--- src/rtl/dm_arbiter_pkg.sv ---
// dm_arbiter shared types: FSM states, byte-enable codes,
// latency bounds and the byte-enable/address legality rule.
package dm_arb_pkg;

  typedef enum logic [1:0] {
    IDLE,
    ISSUE,
    WAIT
  } state_t;

  localparam int MEM_LAT_MIN = 1;
  localparam int MEM_LAT_MAX = 3;

  localparam logic [3:0] BE_RD  = 4'b0000;
  localparam logic [3:0] BE_B0  = 4'b0001;
  localparam logic [3:0] BE_B1  = 4'b0010;
  localparam logic [3:0] BE_B2  = 4'b0100;
  localparam logic [3:0] BE_B3  = 4'b1000;
  localparam logic [3:0] BE_HLO = 4'b0011;
  localparam logic [3:0] BE_HHI = 4'b1100;
  localparam logic [3:0] BE_W   = 4'b1111;

  function automatic logic be_legal(
    input logic [1:0] a,
    input logic [3:0] be
  );
    logic ok;
    ok = 1'b0;
    unique case (be)
      BE_RD:   ok = 1'b1;
      BE_B0:   ok = (a == 2'b00);
      BE_B1:   ok = (a == 2'b01);
      BE_B2:   ok = (a == 2'b10);
      BE_B3:   ok = (a == 2'b11);
      BE_HLO:  ok = (a[1] == 1'b0);
      BE_HHI:  ok = (a[1] == 1'b1);
      BE_W:    ok = (a == 2'b00);
      default: ok = 1'b0;
    endcase
    return ok;
  endfunction

endpackage

--- src/rtl/dm_arbiter_if.sv ---
// dm_arbiter bus bundle: two requesters, shared
// read-return bus and the single data-memory port.
interface dm_arbiter_if;
  logic        req0;
  logic        req1;
  logic [31:0] addr0;
  logic [31:0] addr1;
  logic [31:0] wdata0;
  logic [31:0] wdata1;
  logic [3:0]  be0;
  logic [3:0]  be1;
  logic        gnt0;
  logic        gnt1;
  logic        rvalid0;
  logic        rvalid1;
  logic [31:0] rdata;
  logic        err0;
  logic        err1;
  logic        m_en;
  logic [31:0] m_addr;
  logic [31:0] m_wdata;
  logic [3:0]  m_byteen;
  logic [31:0] m_rdata;
  logic        busy;

  modport slave (
    input  req0, req1, addr0, addr1,
    input  wdata0, wdata1, be0, be1,
    input  m_rdata,
    output gnt0, gnt1, rvalid0, rvalid1,
    output rdata, err0, err1,
    output m_en, m_addr, m_wdata, m_byteen,
    output busy
  );

  modport master (
    output req0, req1, addr0, addr1,
    output wdata0, wdata1, be0, be1,
    output m_rdata,
    input  gnt0, gnt1, rvalid0, rvalid1,
    input  rdata, err0, err1,
    input  m_en, m_addr, m_wdata, m_byteen,
    input  busy
  );
endinterface

--- src/rtl/dm_arbiter_rr.sv ---
// dm_arbiter winner select, one-hot {port1,port0}.
// DM_ARB_FIXED_PRIO_EN: port 0 always wins ties.
module dm_arb_rr (
  input  logic       req0,
  input  logic       req1,
  input  logic       last,
  output logic [1:0] win
);

`ifdef DM_ARB_FIXED_PRIO_EN
  logic unused_last;
  assign unused_last = last;

  always_comb begin
    win = 2'b00;
    unique case (1'b1)
      req0:            win = 2'b01;
      (!req0 && req1): win = 2'b10;
      default:         win = 2'b00;
    endcase
  end
`else
  // last==1 means port 1 was granted last
  always_comb begin
    win = 2'b00;
    unique case (1'b1)
      (req0 && req1):  win = last ? 2'b01 : 2'b10;
      (req0 && !req1): win = 2'b01;
      (!req0 && req1): win = 2'b10;
      default:         win = 2'b00;
    endcase
  end
`endif

endmodule

--- src/rtl/dm_arbiter.sv ---
// dm_arbiter: CPU/DMA data-memory arbiter, one txn in flight.
// DM_ARB_FIXED_PRIO_EN selects fixed priority in dm_arb_rr.
module dm_arbiter
  import dm_arb_pkg::*;
#(
  parameter int MEM_LAT = 1
) (
  input  logic        clk,
  input  logic        reset,
  dm_arbiter_if.slave bus
);

  localparam logic [1:0] LAT_M1 = 2'(MEM_LAT - 1);

  state_t      state_q, state_d;
  logic        win_q, win_d;
  logic        last_q, last_d;
  logic [1:0]  cnt_q, cnt_d;
  logic [1:0]  rr_win;
  logic        sel_req;
  logic [31:0] sel_addr;
  logic [31:0] sel_wdata;
  logic [3:0]  sel_be;
  logic        legal;

  dm_arb_rr u_rr (
    .req0 (bus.req0),
    .req1 (bus.req1),
    .last (last_q),
    .win  (rr_win)
  );

  assign sel_req   = win_q ? bus.req1   : bus.req0;
  assign sel_addr  = win_q ? bus.addr1  : bus.addr0;
  assign sel_wdata = win_q ? bus.wdata1 : bus.wdata0;
  assign sel_be    = win_q ? bus.be1    : bus.be0;
  assign legal     = be_legal(sel_addr[1:0], sel_be);

  always_ff @(posedge clk or negedge reset) begin
    if (!reset) begin
      state_q <= IDLE;
      win_q   <= 1'b0;
      last_q  <= 1'b1;
      cnt_q   <= 2'd0;
    end else begin
      state_q <= state_d;
      win_q   <= win_d;
      last_q  <= last_d;
      cnt_q   <= cnt_d;
    end
  end

  always_comb begin
    state_d      = state_q;
    win_d        = win_q;
    last_d       = last_q;
    cnt_d        = cnt_q;
    bus.gnt0     = 1'b0;
    bus.gnt1     = 1'b0;
    bus.err0     = 1'b0;
    bus.err1     = 1'b0;
    bus.rvalid0  = 1'b0;
    bus.rvalid1  = 1'b0;
    bus.rdata    = 32'd0;
    bus.m_en     = 1'b0;
    bus.m_addr   = 32'd0;
    bus.m_wdata  = 32'd0;
    bus.m_byteen = 4'd0;
    bus.busy     = 1'b0;
    unique case (state_q)
      IDLE: begin
        if (|rr_win) begin
          win_d   = rr_win[1];
          state_d = ISSUE;
        end
      end
      ISSUE: begin
        bus.busy = 1'b1;
        state_d  = IDLE;
        // a dropped request aborts silently
        if (sel_req) begin
          last_d   = win_q;
          bus.gnt0 = !win_q;
          bus.gnt1 = win_q;
          if (legal) begin
            bus.m_en     = 1'b1;
            bus.m_addr   = sel_addr;
            bus.m_wdata  = sel_wdata;
            bus.m_byteen = sel_be;
            if (sel_be == BE_RD) begin
              state_d = WAIT;
              cnt_d   = LAT_M1;
            end
          end else begin
            bus.err0 = !win_q;
            bus.err1 = win_q;
          end
        end
      end
      WAIT: begin
        bus.busy = 1'b1;
        if (cnt_q == 2'd0) begin
          bus.rvalid0 = !win_q;
          bus.rvalid1 = win_q;
          bus.rdata   = bus.m_rdata;
          state_d     = IDLE;
        end else begin
          cnt_d = cnt_q - 2'd1;
        end
      end
      default: state_d = IDLE;
    endcase
  end

endmodule

--- src/flat_wrapper.sv ---
// flat-port wrapper written by rule: the top's interface ports become plain ports
module dm_arbiter_flat import dm_arb_pkg::*;
#(
  parameter int MEM_LAT = 1
)
  (clk, reset, bus_req0, bus_req1, bus_addr0, bus_addr1, bus_wdata0, bus_wdata1, bus_be0, bus_be1, bus_m_rdata, bus_gnt0, bus_gnt1, bus_rvalid0, bus_rvalid1, bus_rdata, bus_err0, bus_err1, bus_m_en, bus_m_addr, bus_m_wdata, bus_m_byteen, bus_busy);
  dm_arbiter_if bus_i ();
  input  logic clk;
  input  logic reset;
  input wire logic [$bits(bus_i.req0)-1:0] bus_req0;
  input wire logic [$bits(bus_i.req1)-1:0] bus_req1;
  input wire logic [$bits(bus_i.addr0)-1:0] bus_addr0;
  input wire logic [$bits(bus_i.addr1)-1:0] bus_addr1;
  input wire logic [$bits(bus_i.wdata0)-1:0] bus_wdata0;
  input wire logic [$bits(bus_i.wdata1)-1:0] bus_wdata1;
  input wire logic [$bits(bus_i.be0)-1:0] bus_be0;
  input wire logic [$bits(bus_i.be1)-1:0] bus_be1;
  input wire logic [$bits(bus_i.m_rdata)-1:0] bus_m_rdata;
  output wire logic [$bits(bus_i.gnt0)-1:0] bus_gnt0;
  output wire logic [$bits(bus_i.gnt1)-1:0] bus_gnt1;
  output wire logic [$bits(bus_i.rvalid0)-1:0] bus_rvalid0;
  output wire logic [$bits(bus_i.rvalid1)-1:0] bus_rvalid1;
  output wire logic [$bits(bus_i.rdata)-1:0] bus_rdata;
  output wire logic [$bits(bus_i.err0)-1:0] bus_err0;
  output wire logic [$bits(bus_i.err1)-1:0] bus_err1;
  output wire logic [$bits(bus_i.m_en)-1:0] bus_m_en;
  output wire logic [$bits(bus_i.m_addr)-1:0] bus_m_addr;
  output wire logic [$bits(bus_i.m_wdata)-1:0] bus_m_wdata;
  output wire logic [$bits(bus_i.m_byteen)-1:0] bus_m_byteen;
  output wire logic [$bits(bus_i.busy)-1:0] bus_busy;
  assign bus_i.req0 = bus_req0;
  assign bus_i.req1 = bus_req1;
  assign bus_i.addr0 = bus_addr0;
  assign bus_i.addr1 = bus_addr1;
  assign bus_i.wdata0 = bus_wdata0;
  assign bus_i.wdata1 = bus_wdata1;
  assign bus_i.be0 = bus_be0;
  assign bus_i.be1 = bus_be1;
  assign bus_i.m_rdata = bus_m_rdata;
  assign bus_gnt0 = bus_i.gnt0;
  assign bus_gnt1 = bus_i.gnt1;
  assign bus_rvalid0 = bus_i.rvalid0;
  assign bus_rvalid1 = bus_i.rvalid1;
  assign bus_rdata = bus_i.rdata;
  assign bus_err0 = bus_i.err0;
  assign bus_err1 = bus_i.err1;
  assign bus_m_en = bus_i.m_en;
  assign bus_m_addr = bus_i.m_addr;
  assign bus_m_wdata = bus_i.m_wdata;
  assign bus_m_byteen = bus_i.m_byteen;
  assign bus_busy = bus_i.busy;
  dm_arbiter #(.MEM_LAT(MEM_LAT)) u_core (.clk(clk), .reset(reset), .bus(bus_i));
endmodule
--- config.mk ---
export PLATFORM = sky130hd
export DESIGN_NAME = dm_arbiter_flat
export DESIGN_NICKNAME = d
export VERILOG_FILES = /design/src/rtl/dm_arbiter_pkg.sv /design/src/rtl/dm_arbiter_if.sv /design/src/rtl/dm_arbiter_rr.sv /design/src/rtl/dm_arbiter.sv /design/src/flat_wrapper.sv
export SDC_FILE = /design/constraint.sdc
export NUM_CORES = 1
export LEC_CHECK = 0
export ABC_AREA = 0
export ABC_CLOCK_PERIOD_IN_PS = 2900
export CORE_AREA = 3 3 107 109
export CTS_CLUSTER_DIAMETER = 40
export DETAILED_ROUTE_END_ITERATION = 16
export DIE_AREA = 0 0 110 112
export GPL_TIMING_DRIVEN = 0
export HOLD_SLACK_MARGIN = 0.05
export PLACE_DENSITY = 0.67
export SLEW_MARGIN = 20
export SYNTH_ARGS = -nofsm -noshare
export SYNTH_HDL_FRONTEND = slang
export SYNTH_SLANG_ARGS = --single-unit
--- constraint.sdc ---
create_clock -name clk -period 2.9 [get_ports clk]
set_clock_uncertainty 0.2 [all_clocks]
set_input_delay 0.58 -clock clk [delete_from_list [all_inputs] [get_ports clk]]
set_output_delay 0.58 -clock clk [all_outputs]
set_load 0.05 [all_outputs]
# Yosys cells after proc, flatten, opt, wreduce, memory -nomap -nowiden
# Index checks and enable logic that the tools add are counted.
[totals]
input_bits = 172
register_bits = 6
out_inout_bits = 108
elab_cells = 89
[op_classes]
muxes = 47
n_reduce_logical = 18
n_bitwise = 1
n_eq_ne = 18
n_addsub = 1
[op_table]
columns = ["operator", "count"]
rows = [
  ["two-way mux 32 bit", 10],
  ["two-way mux 2 bit", 10],
  ["two-way mux 1 bit", 19],
  ["two-way mux 4 bit", 4],
  ["== test 4 bit, second input constant", 3],
  ["one-hot mux 2 bit (3 select lines)", 2],
  ["!= test 2 x 1 -> 1 bit, second input constant", 5],
  ["== test 4 x 2 -> 1 bit, second input constant", 2],
  ["one-hot mux 1 bit (7 select lines)", 1],
  ["== test 2 bit, second input constant", 3],
  ["logical NOT 2 bit", 3],
  ["AND reduction 2 bit", 3],
  ["OR reduction 2 bit", 3],
  ["AND reduction 5 bit", 1],
  ["== test 2 x 1 -> 1 bit, second input constant", 2],
  ["== test 4 x 1 -> 1 bit, second input constant", 1],
  ["== test 4 x 3 -> 1 bit, second input constant", 1],
  ["logical NOT 4 bit", 1],
  ["one-hot mux 2 bit (2 select lines)", 1],
  ["logical AND 1 bit", 3],
  ["logical NOT 1 bit", 3],
  ["!= test 2 bit, second input constant", 1],
  ["nonzero test 2 bit", 1],
  ["subtractor 2 x 1 -> 2 bit, second input constant", 1],
  ["NOT 1 bit", 1],
]

# Longest topological paths before layout
[logic_depth]
depth_word = 7
depth_mapped = 8
depth_no_buf = 6

# Modules after synthesis
# Synthesis repeated with hierarchy kept, for this count alone.
[unflattened]
hier_cells = 260
hier_area_um2 = 1814.2
[by_module_without_submodules]
columns = ["mod", "cells_per_inst", "area_per_inst_um2", "seq_area_each_um2", "instances"]
rows = [
  ["dm_arbiter", 257, 1795.5, 151.4, 1],
  ["dm_arb_rr", 3, 18.8, 0.0, 1],
]

# Worst setup path before layout
# OpenSTA, ideal clock, no wires.
[synth_timing]
path_type = "register to output"
startpoint = "register u_core.win_q"
endpoint = "output port bus_m_wdata[14]"
required_ps = 2120
t_arrival_ps = 2888
slack_ps = -768
path_stages_with_launch = 9
path_buffers = 4
path_cell_list = "dfrtp_1 buf_6 buf_6 nand3b_1 inv_1 nor2_1 buf_2 buf_2 a211oi_1"
[synth_via]
elab_chain_cells = 7
elab_cells_between_ends = 22
cone_classes = "10 x eq/ne; 8 x mux; 1 x bitwise; 3 x reduce/logical"
[synth_lines]
columns = ["element", "line_no", "source"]
rows = [
  ["start, declared", "dm_arbiter.sv:16", "logic win_q, win_d;"],
  ["start signal, assigned", "dm_arbiter.sv:47", "win_q <= win_d;"],
  ["two-way mux 4 bit", "dm_arbiter.sv:36", "assign sel_be = win_q ? bus.be1 : bus.be0;"],
  ["== test 4 x 1 -> 1 bit / == test 4 bit (equally long branches)", "dm_arbiter_pkg.sv:29", "unique case (be)"],
  ["OR reduction 2 bit (no line)", "n/a", ""],
  ["one-hot mux 1 bit (7 select lines)", "dm_arbiter_pkg.sv:29", ""],
  ["two-way mux 32 bit", "dm_arbiter.sv:85", "if (legal) begin"],
  ["two-way mux 32 bit *", "dm_arbiter.sv:81", "if (sel_req) begin"],
  ["two-way mux 32 bit *", "dm_arbiter.sv:70", "unique case (state_q)"],
  ["end, declared", "flat_wrapper.sv:28", "output wire logic [$bits(bus_i.m_wdata)-1:0] bus_m_wdata;"],
]
# Mark *: on every way between the ends. The rest lies on a longest branch, timed or not.

# Worst setup path in the final report
[layout_timing]
startpoint = "register u_core.win_q"
endpoint = "output port bus_m_addr[31]"
[layout_via]
elab_chain_cells = 7
elab_cells_between_ends = 21
cone_classes = "10 x eq/ne; 7 x mux; 1 x bitwise; 3 x reduce/logical"
[layout_lines]
columns = ["element", "line_no", "source"]
rows = [
  ["two-way mux 4 bit", "dm_arbiter.sv:36", ""],
  ["== test 4 x 1 -> 1 bit / == test 4 bit (equally long branches)", "dm_arbiter_pkg.sv:29", ""],
  ["OR reduction 2 bit (no line)", "n/a", ""],
  ["one-hot mux 1 bit (7 select lines)", "dm_arbiter_pkg.sv:29", ""],
  ["two-way mux 32 bit", "dm_arbiter.sv:85", ""],
  ["two-way mux 32 bit *", "dm_arbiter.sv:81", ""],
  ["two-way mux 32 bit *", "dm_arbiter.sv:70", ""],
  ["end, declared", "flat_wrapper.sv:27", "output wire logic [$bits(bus_i.m_addr)-1:0] bus_m_addr;"],
]
# Marked as above.

==> impl_results.md <==
- Hold crit path type: flop to flop
- Post-route antenna net violation count: 0
- Metal3 WL: 994 µm
- Sum of overflow across all layers after global routing: 0
- I/O pin cnt: 280
- Family with the most delay on the worst path: buffers and inverters
- CTS Buf Count: 3
- Post-layout util: approximately two thirds
- Detailed-routing iteration count for the pre-antenna-repair pass: 4
- Clock sinks: 6
- Pin count of the biggest net entering global routing: 11
- Number of logic stages on the critical path including buffering: 8
- Maximum root-to-sink buffer count: 2
- Wire length reported by the detailed router: roughly 14 mm
- Initial standard-cell utilization of the core: 20.8%
- Top cells by instance count after synthesis: sky130_fd_sc_hd__mux2i_1 (63), sky130_fd_sc_hd__a211oi_1 (48), sky130_fd_sc_hd__and3_1 (34)
- Tightest Pin Transition: approximately 0.75 ns
- Antenna violations before repair: 0
- Clock root buffer: sky130_fd_sc_hd__clkbuf_8
- Most used DFF post-synth: sky130_fd_sc_hd__dfrtp_1
- # Max-Cap Violations: 0
- Cell leakage power: roughly 0.0028 µW
- Max rail drop VDD: ~0.36 mV
- Classification of the worst setup path: flop to output pin
- Met2 WL post-DR: about 7.3 mm
- ANT cells: 0
- Fraction of layout cells with a size suffix above 1: between 40% and 50%
- Worst hold path depth: 2
- Num rows: 38
- Library cell with the highest instance count after synthesis: sky130_fd_sc_hd__mux2i_1
- Max transition margin: 49.9%
- FF-to-FF Start: u_core.win_q$_DFFE_PN0P_
- First-pass GRT wire length: roughly 20 mm
- Post-placement worst setup slack: -1.46 ns
- Critical path arrival: approximately 2.4 ns
- Total GRT Usage: around a fifth
- Cell count after synthesis: approximately 270
- Design area: 0.00694 mm²
- Max Freq: 317 MHz
- Run status: finished, violations left
- Setup repair after global routing missed its margin: true
- Async set or reset register ratio after synthesis: between 90% and 100%
- Cts hold-fix bufs: 0
- Yosys reg bits: 6
- Die height: 112 µm
- Share of the yosys chip area belonging to registers: 6.82%
- Final-stage net count: slightly below 800
- Max stage delay on crit path: between 0.3 and 0.4 ns
- Crit. Startpoint: u_core.win_q$_DFFE_PN0P_
- Number of synthesized flops with an enable pin: 0
- Reg clk slew, reported paths: 0.04 ns
- Max layer used: met4
- Net count of the mapped netlist: approximately 440
- Setup-violating endpoint count in the final report: 71
- Cell Pwr Density: between 600 and 700 mW/mm²
- Total standard cell area after synthesis: about 0.0022 mm²
- Sum of buffers and inverters on the critical path: 4
- Vias in the first global route: 3,688
- PnR worst setup slack: -0.257 ns
- Library cell occupying the most area in the post-synthesis netlist: sky130_fd_sc_hd__mux2i_1
- DRC errors left: 0
- Yosys warns: 0
- Clock tree from TritonCTS: built
- Period utilization: 109%
- Placer congestion estimate: ~0.85
- Setup crit end kind: output pin
- Worst skew pair latency: 0.22 ns
- Slowest cell on the critical path: sky130_fd_sc_hd__dfrtp_1
- End of the critical path: bus_m_addr[31]
- Library cells used by synthesis: 35
- Number of vias in the routed layout: between 3,000 and 4,000
- Cell-by-cell trace of the critical path: buf_6 -> buf_4 -> mux2_4 -> mux2_4 -> a22oi_4 -> bufbuf_16 -> a211oi_4 -> buf_6
- Worst-path fanout max: 5
- Buffers added on ports: 279
- Final Max Slew Viols: 0
- Fraction of post-synthesis cell area in the top cell type by area: around 28%
- Core Area: between 0.01 and 0.015 mm²
- Crit path launch type: flop
- Initial drt markers: 100
- Leading cell types by total area after synthesis: sky130_fd_sc_hd__mux2i_1 (28%), sky130_fd_sc_hd__a211oi_1 (16%), sky130_fd_sc_hd__a211oi_2 (9.6%)
- Setup slack on the worst flop-to-flop path: roughly 1.1 ns
- Worst reg2reg path endpoint: u_core.cnt_q[0]$_DFFE_PN0P_
- Hold Fails Final Rpt: 0
- Vias per cell: around 4.7
- Average cell area after synthesis: 8.29 µm²
- P&R area growth vs syn: 213%
- Detailed-routing wirelength on met1: roughly 5.3 mm
- Final critical delay including setup and external delays: 3.16 ns
- Startpoint of the tightest hold check path: u_core.last_q$_DFFE_PN1P_
- Die Outline Area: about 0.012 mm²
- Detailed-route wire length per cell: around 19 µm
- H-Tree Depth: 1
- Required time worst endpoint: 2.12 ns
- Post-place instance area: 0.00600 mm²
- Length in cells of the worst reg-to-reg path: 7
- DP Wirelength: 10.8 mm
- Die width: roughly 110 µm
- Failing checks: negative setup slack
-- metal layers --
metal,GRT usage [%],vias to the layer above
met5,0,-
li1,-,1649
met1,26.0,1690
met2,38.5,122
met4,1.33,0
met3,3.25,2
-- sequential cells by signal (all words and copies together), names as in the netlist --
register	cells
u_core.last_q	1
u_core.state_q	2
u_core.cnt_q	2
u_core.win_q	1
-- area by class of cell --
cell class / count / area (µm²)
clock buffer: 4 / 45.0
timing repair buffer: 325 / 3390
multi-input combinational: 220 / 2770
inverter: 6 / 30.0
fill: 884 / 3760
tap: 140 / 175
sequential: 6 / 151
buffer: 32 / 384
-- worst min-delay path by stage --
stage                                       end  slack (ns)
floorplan           u_core.cnt_q[0]$_DFFE_PN0P_        0.08
detailed placement    u_core.last_q$_DFFE_PN1P_        0.25
global route          u_core.last_q$_DFFE_PN1P_        0.29
global placement      u_core.last_q$_DFFE_PN1P_        0.25
CTS                   u_core.last_q$_DFFE_PN1P_        0.26
finish                u_core.last_q$_DFFE_PN1P_        0.28
-- logic make-up (layout without fill, tap and decap cells) --
kind of cell / after synthesis / in the layout / share of synthesized area, %
flops: 6 / 6 / 6.82
simple gates: 63 / 63 / 16.7
fa+ha+maj: 4 / 4 / 2.25
compound gates: 83 / 83 / 32.1
buf+inv: 42 / 367 / 9.91
mux: 70 / 70 / 32.3
-- cell usage in the layout (no fill, tap or decap), types with 6 or more instances in the layout --
cell,instances
sky130_fd_sc_hd__nand2_1,10
sky130_fd_sc_hd__clkbuf_1,8
sky130_fd_sc_hd__clkbuf_2,22
sky130_fd_sc_hd__clkdlybuf4s50_1,162
sky130_fd_sc_hd__buf_12,14
sky130_fd_sc_hd__a211oi_4,64
sky130_fd_sc_hd__buf_8,6
sky130_fd_sc_hd__clkbuf_8,7
sky130_fd_sc_hd__buf_4,18
sky130_fd_sc_hd__and3_1,33
sky130_fd_sc_hd__dlygate4sd2_1,14
sky130_fd_sc_hd__buf_6,84
sky130_fd_sc_hd__mux2i_1,62
sky130_fd_sc_hd__clkdlybuf4s15_1,9
-- tightest hold or removal path: cells and delay by family, from the launching register on --
kind	cells	cell delay (ns)
DFF	1	0.37
and+or+nand+nor	2	0.10
-- power by group --
group | switching, µW | total, µW | leakage, µW | internal (µW)
clock | 38.3 | 133 | 0.0000228 | 94.8
sequential | 13.3 | 125 | 0.0000760 | 112
combinational | 2250 | 4020 | 0.00270 | 1770
total | 2300 | 4280 | 0.00280 | 1980
-- per-stage QoR --
| stage | hold slack (ns) | total power [µW] | setup TNS [ns] | cells |
|---|---|---|---|---|
| final | 0.281 | 4280 | -15.78 | 733 |
| after global routing | 0.290 | 4500 | -19.71 | 733 |
| after CTS | 0.261 | 4220 | -15.82 | 731 |
| after detailed placement | 0.254 | 3310 | -89.71 | 687 |
| after global placement | 0.252 | 3280 | -85.71 | 687 |
| after floorplan | 0.0844 | 2530 | -4.22 | 268 |
-- repair_timing --
action                                  CTS  global route
pin swaps                                20            29
gates resized for setup                 625            83
setup buffers                            34             7
endpoints found under the setup margin  105           102
gates cloned                              6             2
No activity file was read; power rests on OpenSTA's default activity.
